### src/rtl/multicycle_ctrl.sv
// Multicycle control FSM for the RV32I-subset core: sequences each instruction
// and drives datapath mux selects, write strobes and the 3-bit ALU control.
module multicycle_ctrl (
    input  logic       clk,
    input  logic       rst_n,
    input  logic [6:0] op,
    input  logic [2:0] funct3,
    input  logic       funct7b5,
    input  logic       zero,
    output logic       pc_write,
    output logic       adr_src,
    output logic       mem_write,
    output logic       ir_write,
    output logic [1:0] result_src,
    output logic [1:0] alu_src_a,
    output logic [1:0] alu_src_b,
    output logic       reg_write,
    output logic [1:0] imm_src,
    output logic [2:0] alu_control,
    output logic       illegal,
    output logic [3:0] state
);

    localparam logic [6:0] OP_LW  = 7'b0000011;
    localparam logic [6:0] OP_SW  = 7'b0100011;
    localparam logic [6:0] OP_R   = 7'b0110011;
    localparam logic [6:0] OP_I   = 7'b0010011;
    localparam logic [6:0] OP_BEQ = 7'b1100011;
    localparam logic [6:0] OP_JAL = 7'b1101111;

    typedef enum logic [3:0] {
        FETCH    = 4'd0,
        DECODE   = 4'd1,
        MEMADR   = 4'd2,
        MEMREAD  = 4'd3,
        MEMWB    = 4'd4,
        MEMWRITE = 4'd5,
        EXECUTER = 4'd6,
        EXECUTEI = 4'd7,
        ALUWB    = 4'd8,
        BEQ      = 4'd9,
        JAL      = 4'd10
    } state_t;

    typedef enum logic [1:0] {
        ALUOP_ADD   = 2'd0,
        ALUOP_SUB   = 2'd1,
        ALUOP_FUNCT = 2'd2
    } aluop_t;

    state_t     state_q, state_d;
    logic       pc_update, branch;
    logic       adr_src_r, mem_write_r, ir_write_r, reg_write_r, illegal_r;
    logic [1:0] result_src_r, alu_src_a_r, alu_src_b_r, imm_src_r;
    aluop_t     aluop;

    function automatic logic funct3_ok(input logic [2:0] f3);
        return (f3 == 3'b000) || (f3 == 3'b010) || (f3 == 3'b110) || (f3 == 3'b111);
    endfunction

    // Subtract only for register-register ops with instr[30] set; addi ignores it.
    function automatic logic [2:0] alu_decode(input aluop_t aop, input logic op5,
                                              input logic [2:0] f3, input logic f7b5);
        logic [2:0] ctl;
        ctl = 3'b000;
        case (aop)
            ALUOP_ADD: ctl = 3'b000;
            ALUOP_SUB: ctl = 3'b001;
            default: begin
                case (f3)
                    3'b000:  ctl = (op5 & f7b5) ? 3'b001 : 3'b000;
                    3'b010:  ctl = 3'b101;
                    3'b110:  ctl = 3'b011;
                    3'b111:  ctl = 3'b010;
                    default: ctl = 3'b000;
                endcase
            end
        endcase
        return ctl;
    endfunction

    always_ff @(posedge clk) begin
        if (!rst_n) state_q <= FETCH;
        else        state_q <= state_d;
    end

    always_comb begin
        state_d      = FETCH;
        pc_update    = 1'b0;
        branch       = 1'b0;
        adr_src_r    = 1'b0;
        mem_write_r  = 1'b0;
        ir_write_r   = 1'b0;
        reg_write_r  = 1'b0;
        illegal_r    = 1'b0;
        result_src_r = 2'b00;
        alu_src_a_r  = 2'b00;
        alu_src_b_r  = 2'b00;
        aluop        = ALUOP_ADD;
        case (state_q)
            FETCH: begin
                ir_write_r   = 1'b1;
                alu_src_b_r  = 2'b10;
                result_src_r = 2'b10;
                pc_update    = 1'b1;
                state_d      = DECODE;
            end
            DECODE: begin
                alu_src_a_r = 2'b01;
                alu_src_b_r = 2'b01;
                case (op)
                    OP_LW, OP_SW: state_d = MEMADR;
                    OP_R:         state_d = EXECUTER;
                    OP_I:         state_d = EXECUTEI;
                    OP_BEQ:       state_d = BEQ;
                    OP_JAL:       state_d = JAL;
                    default: begin
                        state_d   = FETCH;
                        illegal_r = 1'b1;
                    end
                endcase
                if ((op == OP_R || op == OP_I) && !funct3_ok(funct3)) illegal_r = 1'b1;
            end
            MEMADR: begin
                alu_src_a_r = 2'b10;
                alu_src_b_r = 2'b01;
                state_d     = (op == OP_SW) ? MEMWRITE : MEMREAD;
            end
            MEMREAD: begin
                adr_src_r = 1'b1;
                state_d   = MEMWB;
            end
            MEMWB: begin
                result_src_r = 2'b01;
                reg_write_r  = 1'b1;
            end
            MEMWRITE: begin
                adr_src_r   = 1'b1;
                mem_write_r = 1'b1;
            end
            EXECUTER: begin
                alu_src_a_r = 2'b10;
                aluop       = ALUOP_FUNCT;
                state_d     = ALUWB;
            end
            EXECUTEI: begin
                alu_src_a_r = 2'b10;
                alu_src_b_r = 2'b01;
                aluop       = ALUOP_FUNCT;
                state_d     = ALUWB;
            end
            ALUWB: reg_write_r = 1'b1;
            BEQ: begin
                alu_src_a_r = 2'b10;
                aluop       = ALUOP_SUB;
                branch      = 1'b1;
            end
            JAL: begin
                alu_src_a_r = 2'b01;
                alu_src_b_r = 2'b10;
                pc_update   = 1'b1;
                state_d     = ALUWB;
            end
            default: state_d = FETCH;
        endcase
    end

    always_comb begin
        case (op)
            OP_LW, OP_I: imm_src_r = 2'b00;
            OP_SW:       imm_src_r = 2'b01;
            OP_BEQ:      imm_src_r = 2'b10;
            OP_JAL:      imm_src_r = 2'b11;
            default:     imm_src_r = 2'b00;
        endcase
    end

    // Every output is forced low while rst_n is low so no strobe escapes during reset.
    assign pc_write    = rst_n & (pc_update | (branch & zero));
    assign adr_src     = rst_n & adr_src_r;
    assign mem_write   = rst_n & mem_write_r;
    assign ir_write    = rst_n & ir_write_r;
    assign reg_write   = rst_n & reg_write_r;
    assign illegal     = rst_n & illegal_r;
    assign result_src  = {2{rst_n}} & result_src_r;
    assign alu_src_a   = {2{rst_n}} & alu_src_a_r;
    assign alu_src_b   = {2{rst_n}} & alu_src_b_r;
    assign imm_src     = {2{rst_n}} & imm_src_r;
    assign alu_control = {3{rst_n}} & alu_decode(aluop, op[5], funct3, funct7b5);
    assign state       = state_q;

endmodule

### config.mk
export PLATFORM = sky130hd
export DESIGN_NAME = multicycle_ctrl
export DESIGN_NICKNAME = d
export VERILOG_FILES = /design/src/rtl/multicycle_ctrl.sv
export SDC_FILE = /design/constraint.sdc
export NUM_CORES = 1
export LEC_CHECK = 0
export ABC_AREA = 1
export CAP_MARGIN = 20
export CORE_AREA = 3 3 40 42
export CTS_CLUSTER_DIAMETER = 30
export DETAILED_ROUTE_END_ITERATION = 6
export DIE_AREA = 0 0 43 45
export DONT_BUFFER_PORTS = 1
export PLACE_DENSITY = 0.65
export SLEW_MARGIN = 30
export SYNTH_ARGS = -nofsm -noshare
export SYNTH_HDL_FRONTEND = slang
export SYNTH_SLANG_ARGS = --single-unit
### constraint.sdc
create_clock -name clk -period 2.74 [get_ports clk]
set_input_delay 0.548 -clock clk [delete_from_list [all_inputs] [get_ports clk]]
set_output_delay 0.548 -clock clk [all_outputs]
set_load 0.005 [all_outputs]
# Word level (Yosys, flattened, before mapping)

Cells that the tools add are included.

Register bits after elaboration: 4
Latch bits: 0
RAM bits: 0
ROM bits: 0
Input port bits: 14
Memories kept: 0

Add/subtract/negate cells: 0
Multipliers: 0
Div/mod/pow operators: 0
Magnitude comparators: 0
Equality and inequality tests: 20
Shifts and indexed selects: 0
Muxes and demuxes: 20
Bitwise logic cells: 14
Reduce and logical (&&, ||, !) cells: 19

Operators with widths:

| kind                                                             | count |
|---|---|
| 4-bit case mux with 5 select lines                               | 2 |
| 4-bit by 3-bit == test with 1-bit output (second input constant) | 4 |
| 2-bit case mux with 2 select lines                               | 4 |
| 7-bit by 6-bit == test with 1-bit output (second input constant) | 2 |
| 7-bit == test (second input constant)                            | 2 |
| 4-bit == test (second input constant)                            | 3 |
| 3-bit case mux with 4 select lines                               | 1 |
| 2-bit OR reduction                                               | 6 |
| 1-bit two-way mux                                                | 10 |
| 1-bit AND                                                        | 8 |
| 2-bit AND                                                        | 4 |
| 4-bit by 2-bit == test with 1-bit output (second input constant) | 2 |
| 7-bit by 2-bit == test with 1-bit output (second input constant) | 1 |
| 7-bit by 5-bit == test with 1-bit output (second input constant) | 1 |
| 3-bit == test (second input constant)                            | 2 |
| 2-bit case mux with 3 select lines                               | 1 |
| 3-bit case mux with 2 select lines                               | 1 |
| 3-bit OR reduction                                               | 2 |
| 6-bit OR reduction                                               | 1 |
| 4-bit by 1-bit == test with 1-bit output (second input constant) | 1 |
| 4-bit zero test                                                  | 1 |
| 1-bit logical OR                                                 | 4 |
| 4-bit OR reduction                                               | 1 |
| 3-bit AND                                                        | 1 |
| other kinds (8)                                                  | 8 |

# Longest topological paths before layout

Gate-level depths: netlist of the first run.

Depth after elaboration: 9
Mapped depth: 7
Gate-level depth less buffers: 7

# Least setup slack after synthesis of the first run

No wires, ideal clock.

Path kind: input -> output
Start point: input op[3]
End point: output illegal
Data arrival time: 1.031 ns
Required time: 2.192 ns
Setup slack: 1.161 ns
Stages on the path: 5
Cell sequence: inv_1 -> nand2_2 -> nor2_4 -> nand3_1 -> a21oi_1

Word-level cells in the longest chain between the ends: 6

Ends and longest elaborated chain:

| what                                                                    | RTL line | RTL |
|---|---|---|
| from (decl)                                                             | 6        | `input logic [6:0] op,` |
| 7-bit by 6-bit == test with 1-bit output (tied with other cells)        | 111, 122 |  |
| 6-bit OR reduction (no source line) or 1-bit logical OR (tied branches) | --       |  |
| 1-bit two-way mux or 1-bit logical AND (tied branches)                  | 111, 122 |  |
| 1-bit two-way mux *                                                     | 122      | `if ((op == OP_R \|\| op == OP_I) && !funct3_ok(funct3)) illegal_r = 1'b1;` |
| 1-bit two-way mux *                                                     | 100      | `case (state_q)` |
| 1-bit AND *                                                             | 184      | `assign illegal = rst_n & illegal_r;` |
| to (decl)                                                               | 20       | `output logic illegal,` |

Mark *: on every way between the ends. The rest lies on a longest branch, timed or not.

# Worst setup path in the final report of the first run

Start point: register state_q[0] (netlist: state[0])
End point: output pc_write

Word-level cells in the longest chain between the ends: 5

Ends and longest elaborated chain:

| what                                                                     | RTL line | RTL |
|---|---|---|
| from (decl)                                                              | 51       | `state_t state_q, state_d;` |
| from (signal assigned)                                                   | 84       | `else state_q <= state_d;` |
| 4-bit == test or 4-bit zero test (tied branches)                         | 100      |  |
| 2-bit OR reduction (no source line) or 1-bit two-way mux (tied branches) | --       |  |
| 1-bit two-way mux or 1-bit AND (tied branches)                           | 100, 179 |  |
| 1-bit bitwise OR *                                                       | 179      | `assign pc_write = rst_n & (pc_update \| (branch & zero));` |
| 1-bit AND *                                                              | 179      |  |
| to (decl)                                                                | 10       | `output logic pc_write,` |

Marked as above.

==> metrics.cfg, run 1 <==
[status]
status=complete, no violations

[timing]
drv_slew=0
rsz0062_at_grt=no
max_slew_margin_pct=78.4
fin_crit_sh_pct=65.4
fmax_mhz=558
clock_skew_ps=7.58
fin_setup_tns_ps=0
min_period_ps=1790
max_slew.worst_pin.slew_ps=323
finalHoldViolations=0
setup_viol=0

[floorplanning]
io_pins=35
die_y_um=45
die_w_um=43
start_util_pct=44.6
rows=13
core_area_um2=1280
dieArea_um2=1940

[logic_synthesis]
synth.ff_latch_count=4
syn_area_um2=573
synthTopCellsByArea=nand2_1 (14%), dfxtp_1 (14%), a21oi_1 (9.6%)
yosysWarnings=0
synthCells=105
ys_seq_area_share_pct=14.0
synth_top_area_cell=nand2_1
syn_avg_cell_area_um2=5.46
synth_top_area_share_pct=14.4
postSynthNetCount=119
synth.distinct_cells=21

[setup_path]
r2r-start=state[0]
rr_endpoint=state[0]
ff2ff_path_depth=4
cp-end-kind=output pin
startpoint_type=flip-flop
worstPathRequired_ps=2190
setup.worst_path.class=reg -> out
arrival_ps=1240
critPathMaxFanout=5
worst-r2r-setup-slack_ps=1670

[routing]
vias=626
vias_per_cell=5.17
drtPass1Iterations=4
route.detailed.drc=0
ant_nets=0
wl_per_cell_um=11.0
detail_route.iter0.violations=8
wl_um=1330

[grt]
grt_max_degree=13
grt_overflow=0
grt_antenna_before_repair=0
grt_pass1_wl_um=2290
grt_pass1_vias=580
track_usage_pct=15.3

[hold_path]
min_to=state[2]
whs_path_depth=2
holdCritPathClass=in -> reg
hp-start=rst_n

[placement]
io_buffers=0
dp_hpwl_um=1140
numPlacedInstances=118
gp_congestion=0.815

[clock_network]
clkLatencyLatePin_ps=230
postCtsSetupRepairBufs=0
cts-htree-levels=1
ctsLongestPathBuffers=2
cts_tree=yes
clk_pin_slew_ps=40
cts_resized=0
cts_inserted_buffers=3
postCtsHoldBufs=0
cts_root_buffer=clkbuf_4
cts.sinks=4

[layout]
drive_gt1_share_pct=30.2
largest_reg_flops=4
area.growth.synth_to_final_pct=5.02
diodes=0
most-common-layout-cells=nand2_1 (22), inv_2 (12), nor2_1 (12)
fin_nets=122
finalNonFillerCells=121
final_common_cell=nand2_1

[pwr]
worst_ir_drop_vdd_mv=0.244
power.leakage_nw=0.300
powerDensity_nw_per_um2=291
power_uw=175

[flow_run]
drv_cap=0

[through the flow]
step | setup slack, ps | utilization (%) | hold slack, ps | instance area [um^2]
floorplan | 1160 | - | 615 | 573
global placement | 1100 | 45.1 | 670 | 579
detailed placement | 1090 | 45.1 | 667 | 579
CTS | 922 | 46.8 | 418 | 602
global route | 836 | 46.8 | 422 | 602
finish | 949 | 46.8 | 423 | 602
[routing by layer]
metal	wire, um	part of all wire [%]	up-vias	track usage [%]
met3	112	8.4	2	4.78
met1	516	39	271	18.4
li1	-	-	329	-
met2	685	52	24	25.4
met5	0	0	-	0
met4	14	1.1	0	6.02
[critical path, stage by stage, from the launching register on]
cell and delay, ps:
dfxtp_1 450, nand2_2 120, inv_2 90, nand2_2 60
inv_2 60, nand2_1 40, a21oi_1 180
[area by class of cell]
class	count	area, um^2
fill	148	683
multi-input combinational	77	398
inverter	22	82.6
sequential	4	80.1
clock buffer	3	22.5
tap	15	18.8
[where the power goes]
group	switching [mW]	leakage, nW	internal (mW)
registers	0.00259	0.0326	0.0599
logic	0.0259	0.254	0.0129
clock network	0.0245	0.0138	0.0490
[synthesized netlist by cell type (all sizes together)]
cell type	number
a21oi	11
a31oi	1
buf	2
clkinv	1
dfxtp	4
inv	21
nand2	30
nand3	8
nand3b	1
nor2	18
nor4	1
o21a	1
o21ai	6
[logic make-up (layout without fill, tap and decap cells)]
kind of cell	count (synthesis)	in the layout	synth area share [%]
compound gates	19	19	17.9
flops	4	4	14.0
buf+inv	24	25	16.6
simple gates	58	58	51.5
[worst max path at each step]
| stage | start | endpoint | slack [ps] |
|---|---|---|---|
| final | state[0] | pc_write | 950 |
| after global routing | state[3] | alu_src_b[0] | 840 |
| after CTS | state[2] | alu_control[2] | 920 |
| after detailed placement | rst_n | result_src[1] | 1090 |
| after global placement | op[3] | illegal | 1100 |
| after floorplan | op[3] | illegal | 1160 |
Power figures use the tool's default switching activity.
==> run 2: changes to the inputs <==
- PLACE_DENSITY: 0.65 -> 0.67
- clock period: 2.74 -> 1.49 ns (I/O delays scaled with it)
==> metrics.cfg, run 2 (synthesis gave the netlist of run 1 again) <==
[grt]
grt_pass1_vias=583  ; was 580
grt_overflow=0  ; unchanged
grt_max_degree=13  ; unchanged
grt_pass1_wl_um=2310  ; was 2290 um
track_usage_pct=15.2  ; was 15.3%
grt_antenna_before_repair=0  ; unchanged

[clock_network]
cts.sinks=4  ; unchanged
cts-htree-levels=1  ; unchanged
ctsLongestPathBuffers=2  ; unchanged
postCtsHoldBufs=0  ; unchanged
clkLatencyLatePin_ps=230  ; about the same
cts_root_buffer=clkbuf_4  ; unchanged
cts_tree=yes  ; unchanged
cts_inserted_buffers=3  ; unchanged
clk_pin_slew_ps=40  ; about the same

[floorplanning]
core_area_um2=1280  ; unchanged
die_w_um=43  ; unchanged
rows=13  ; unchanged
die_y_um=45  ; unchanged
start_util_pct=44.6  ; unchanged
io_pins=35  ; unchanged
dieArea_um2=1940  ; unchanged

[layout]
finalNonFillerCells=123  ; was 121
fin_nets=124  ; was 122
most-common-layout-cells=nand2_1 (20), nor2_1 (11), inv_2 (10)  ; was nand2_1 (22), inv_2 (12), nor2_1 (12)
final_common_cell=nand2_1  ; unchanged
area.growth.synth_to_final_pct=23.8  ; was 5.02%
fill_cells=129  ; was 148
diodes=0  ; unchanged
drive_gt1_share_pct=43.5  ; was 30.2%
multi_input_area_um2=470  ; was 398 um^2
largest_reg_flops=4  ; unchanged
seqCellArea_um2=92.6  ; was 80.1 um^2

[setup_path]
arrival_ps=1140  ; was 1240 ps
crit_end=pc_write  ; unchanged
startpoint_type=flip-flop  ; unchanged
worst-r2r-setup-slack_ps=430  ; was 1670 ps
cp-end-kind=output pin  ; unchanged
ff2ff_path_depth=8  ; was 4
critPathMaxFanout=5  ; unchanged
critPathLaunch=state[0]  ; unchanged
setup.worst_path.class=reg -> out  ; unchanged
rr_endpoint=state[2]  ; was state[0]
r2r-start=state[3]  ; was state[0]
worstPathRequired_ps=1190  ; was 2190 ps

[timing]
setup_viol=0  ; unchanged
max_slew.worst_pin.slew_ps=405  ; was 323 ps
fin_crit_sh_pct=96.6
drv_slew=0  ; unchanged
min_period_ps=1440
fmax_mhz=695
rsz0062_at_grt=yes  ; was no
finalHoldViolations=0  ; unchanged
max_slew_margin_pct=73.0  ; was 78.4%
hold_ws_ps=186  ; was 423 ps
clock_skew_ps=0.733  ; was 7.58 ps

[pwr]
worst_ir_drop_vdd_mv=0.526  ; was 0.244 mV
power_uw=322  ; was 175 uW
power.leakage_nw=0.332  ; was 0.300 nW
powerDensity_nw_per_um2=453  ; was 291 nW/um^2

[status]
status=complete, no violations  ; unchanged

[routing]
ant_nets=0  ; unchanged
wl_um=1440  ; was 1330 um
wl_per_cell_um=11.7  ; was 11.0 um
detail_route.iter0.violations=13  ; was 8
vias_per_cell=5.17  ; about the same
vias=636  ; was 626
route.detailed.drc=0  ; unchanged
drtPass1Iterations=4  ; unchanged

[placement]
dp_hpwl_um=1170  ; was 1140 um
io_buffers=0  ; unchanged
gp_congestion=0.824  ; was 0.815
numPlacedInstances=118  ; unchanged

[hold_path]
holdCritPathClass=in -> reg  ; unchanged

[flow_run]
drv_cap=0  ; unchanged

[run 2: layer usage]
layer,part of all wire (%),GRT usage (%)
met5,0,0
met4,0,1.81
met3,5.2,3.98
met2,52,28.7
met1,43,17.8
[run 2: final cells by class]
type / instances / share of cell area [%]
repair buffers: 2 / 2.12
well taps: 15 / 2.65
clock buffers: 3 / 3.17
inverters: 22 / 12.7
multi-input cells: 77 / 66.3
flip-flops and latches: 4 / 13.1
[run 2: stage by stage]
| stage | setup TNS (ps) | setup WS [ps] | utilization (%) | cell area [um^2] |
|---|---|---|---|---|
| floorplan | 0 | 284 | - | 573 |
| global placement | 0 | 195 | 45.1 | 579 |
| detailed placement | 0 | 187 | 45.1 | 579 |
| CTS | -8.48 | -8.48 | 47.3 | 608 |
| global route | -28.7 | -24.5 | 55.2 | 709 |
| finish | 0 | 51.3 | 55.2 | 709 |
[run 2: power by group]
group | internal (mW) | leakage [nW] | switching, mW
Clock | 0.0898 | 0.0138 | 0.0402
Combinational | 0.0273 | 0.283 | 0.0521
Sequential | 0.107 | 0.0352 | 0.00533
Total | 0.224 | 0.332 | 0.0977
[run 2: critical path, stage by stage (launching register included)]
cell and delay (ps):
dfxtp_4 360, inv_2 80, nand2_2 80, inv_2 70, nand2_1 60, o21a_1 130
a21oi_2 130
[run 2: what timing repair did]
| action | 4_1_cts | 5_1_grt |
|---|---|---|
| cloned | 0 | 0 |
| pin swaps | 0 | 1 |
| buffers inserted | 0 | 2 |
| gates resized for setup | 4 | 23 |
| endpoints found under the setup margin | 5 | 11 |
[run 2: worst min-delay path by stage]
stage	start	to	slack [ps]	cells after the start
3_3_place_gp	rst_n	state[2]	420	2
5_1_grt	rst_n	state[2]	190	2
6_report	rst_n	state[2]	190	2
4_1_cts	rst_n	state[2]	180	2
2_1_floorplan	rst_n	state[2]	400	2
3_5_place_dp	rst_n	state[2]	420	2
==> run 3: changes to the inputs <==
--- a/config.mk
+++ b/config.mk
@@ -14,2 +14,3 @@
 export DONT_BUFFER_PORTS = 1
+export GPL_ROUTABILITY_DRIVEN = 0
 export PLACE_DENSITY = 0.67
==> constraint.sdc (replaced) <==
create_clock -name clk -period 1.49 [get_ports clk]
set_input_delay 0.2235 -clock clk [delete_from_list [all_inputs] [get_ports clk]]
set_output_delay 0.2235 -clock clk [all_outputs]
set_load 0.005 [all_outputs]
==> metrics.cfg, run 3 (synthesis gave the netlist of run 1 again) <==
[layout]
diodes=0  ; unchanged
drive_gt1_share_pct=34.9  ; was 43.5%
fin_nets=122  ; was 124
area.growth.synth_to_final_pct=8.95  ; was 23.8%
fill_cells=143  ; was 129
most-common-layout-cells=nand2_1 (22), inv_2 (12), nor2_1 (12)  ; was nand2_1 (20), nor2_1 (11), inv_2 (10)
final_common_cell=nand2_1  ; unchanged
fin_area_um2=624  ; was 709 um^2
largest_reg_flops=4  ; unchanged

[pwr]
netSwitchingPower_uw=93.6  ; was 97.7 uW
power_uw=317  ; was 322 uW
p_seq_share_pct=35.8  ; was 34.9%
intPower_uw=224  ; about the same
powerDensity_nw_per_um2=508  ; was 453 nW/um^2
pwr-share-comb_pct=23.2  ; was 24.7%
power.share.clock_pct=41.0  ; was 40.4%
worst_ir_drop_vdd_mv=0.513  ; was 0.526 mV
sw_frac_of_total_pct=29.5  ; was 30.4%
power.leakage_nw=0.304  ; was 0.332 nW

[setup_path]
critPathMostFrequentCell=nand2_1  ; was inv_2
slowest_stage=dfxtp_1  ; was dfxtp_4
startpoint_type=flip-flop  ; unchanged
max_stage_delay_ps=360  ; about the same
setup.worst_path.class=reg -> out  ; unchanged
worstPathRequired_ps=1270  ; was 1190 ps
critical-path-top-delay-family=flip-flops  ; unchanged
worstPathCellList=inv_2, nand2_1, clkinv_1, nand3_1, nand2_1, o21ai_1, inv_1  ; was inv_2, nand2_2, inv_2, nand2_1, o21a_1, a21oi_2
path_buf_inv=3  ; was 2
cp-end-kind=output pin  ; unchanged
arrival_ps=1200  ; was 1140 ps
critPathMaxFanout=3  ; was 5

[clock_network]
cts-htree-levels=1  ; unchanged
cts.sinks=4  ; unchanged
cts_resized=0  ; was 4
postCtsSetupRepairBufs=0  ; unchanged
ctsLongestPathBuffers=2  ; unchanged
cts_inserted_buffers=3  ; unchanged
clk_pin_slew_ps=40  ; about the same
postCtsHoldBufs=0  ; unchanged
cts_root_buffer=clkbuf_4  ; unchanged
clkLatencyLatePin_ps=230  ; about the same
cts_tree=yes  ; unchanged

[grt]
grt_busiest_layer=met2  ; unchanged
grt_pass1_vias=584  ; was 583
grt_max_degree=13  ; unchanged
grt_antenna_before_repair=0  ; unchanged
grt_util_met3_pct=3.98  ; unchanged
grt_pass1_wl_um=2310  ; unchanged
grt_overflow=0  ; unchanged
met1_usage_pct=17.8  ; unchanged
met2_usage_pct=28.7  ; unchanged
track_usage_pct=15.2  ; unchanged

[routing]
detail_route.iter0.violations=11  ; was 13
vias=629  ; was 636
wl_per_cell_um=11.1  ; was 11.7 um
drtPass1Iterations=7  ; was 4
wl_um=1350  ; was 1440 um
vias_per_cell=5.20  ; was 5.17
ant_nets=0  ; unchanged
route.detailed.drc=0  ; unchanged

[flow_run]
drv_cap=0  ; unchanged

[timing]
setup_viol=0  ; unchanged
clock_skew_ps=1.96  ; was 0.733 ps
hold_ws_ps=109  ; was 186 ps
fin_crit_sh_pct=95.6  ; was 96.6%
drv_slew=0  ; unchanged
fmax_mhz=702  ; was 695 MHz
finalHoldViolations=0  ; unchanged
max_slew.worst_pin.slew_ps=354  ; was 405 ps
min_period_ps=1430  ; was 1440 ps
rsz0062_at_grt=yes  ; unchanged
max_slew_margin_pct=76.4  ; was 73.0%
final.setup.worst_slack_ps=65.0  ; was 51.3 ps

[floorplanning]
die_y_um=45  ; unchanged
rows=13  ; unchanged
io_pins=35  ; unchanged
start_util_pct=44.6  ; unchanged
core_area_um2=1280  ; unchanged
die_w_um=43  ; unchanged
dieArea_um2=1940  ; unchanged

[hold_path]
holdCritPathClass=in -> reg  ; unchanged

[placement]
placed_cell_area_um2=579  ; unchanged
dp_hpwl_um=1170  ; unchanged
io_buffers=0  ; unchanged
place_ws_ps=261  ; was 187 ps

[status]
status=complete, no violations  ; unchanged

==> run 3: worst paths after layout <==
path | from | to | slack (ps) | cells after the start
worst max-delay path | state[3] | alu_src_b[0] | 60 | 7
worst min-delay path | rst_n | state[2] | 110 | 2
worst max register to register | state[3] | state[2] | 470 | 7
worst min register to register | state[0] | state[0] | 620 | 3
==> run 3: per-stage QoR <==
step / std cells / TNS [ps] / util [%]
after detailed placement: 118 / 0 / 45.1
after CTS: 121 / 0 / 46.8
final: 121 / 0 / 48.6
after floorplan: 105 / 0 / -
after global placement: 118 / 0 / 45.1
after global routing: 121 / -122 / 48.6
==> run 3: routing by layer <==
metal	wire length [um]	share of wire [%]
met5	0	0
met4	0	0
met3	91	6.8
met2	690	51
met1	565	42
==> run 3: worst reg2reg max path: cells and delay by family, from the launching register on <==
family | cells | cell delay, ps
and+or+nand+nor | 4 | 390
buffers and inverters | 3 | 170
DFF | 1 | 360
==> run 3: cell type report <==
class	count	area, um^2	share of cell area, %
multi-input cells	77	414	66.3
flip-flops and latches	4	86.3	13.8
inverters	22	82.6	13.2
clock buffers	3	22.5	3.61
well taps	15	18.8	3.01
==> run 3: power by group through the flow <==
stage / registers (mW) / clock network, mW / logic (mW)
finish: 0.114 / 0.130 / 0.0735
global route: 0.114 / 0.146 / 0.0847
CTS: 0.115 / 0.133 / 0.0723
detailed placement: 0.116 / 0 / 0.0720
global placement: 0.116 / 0 / 0.0708
floorplan: 0.115 / 0 / 0.0657
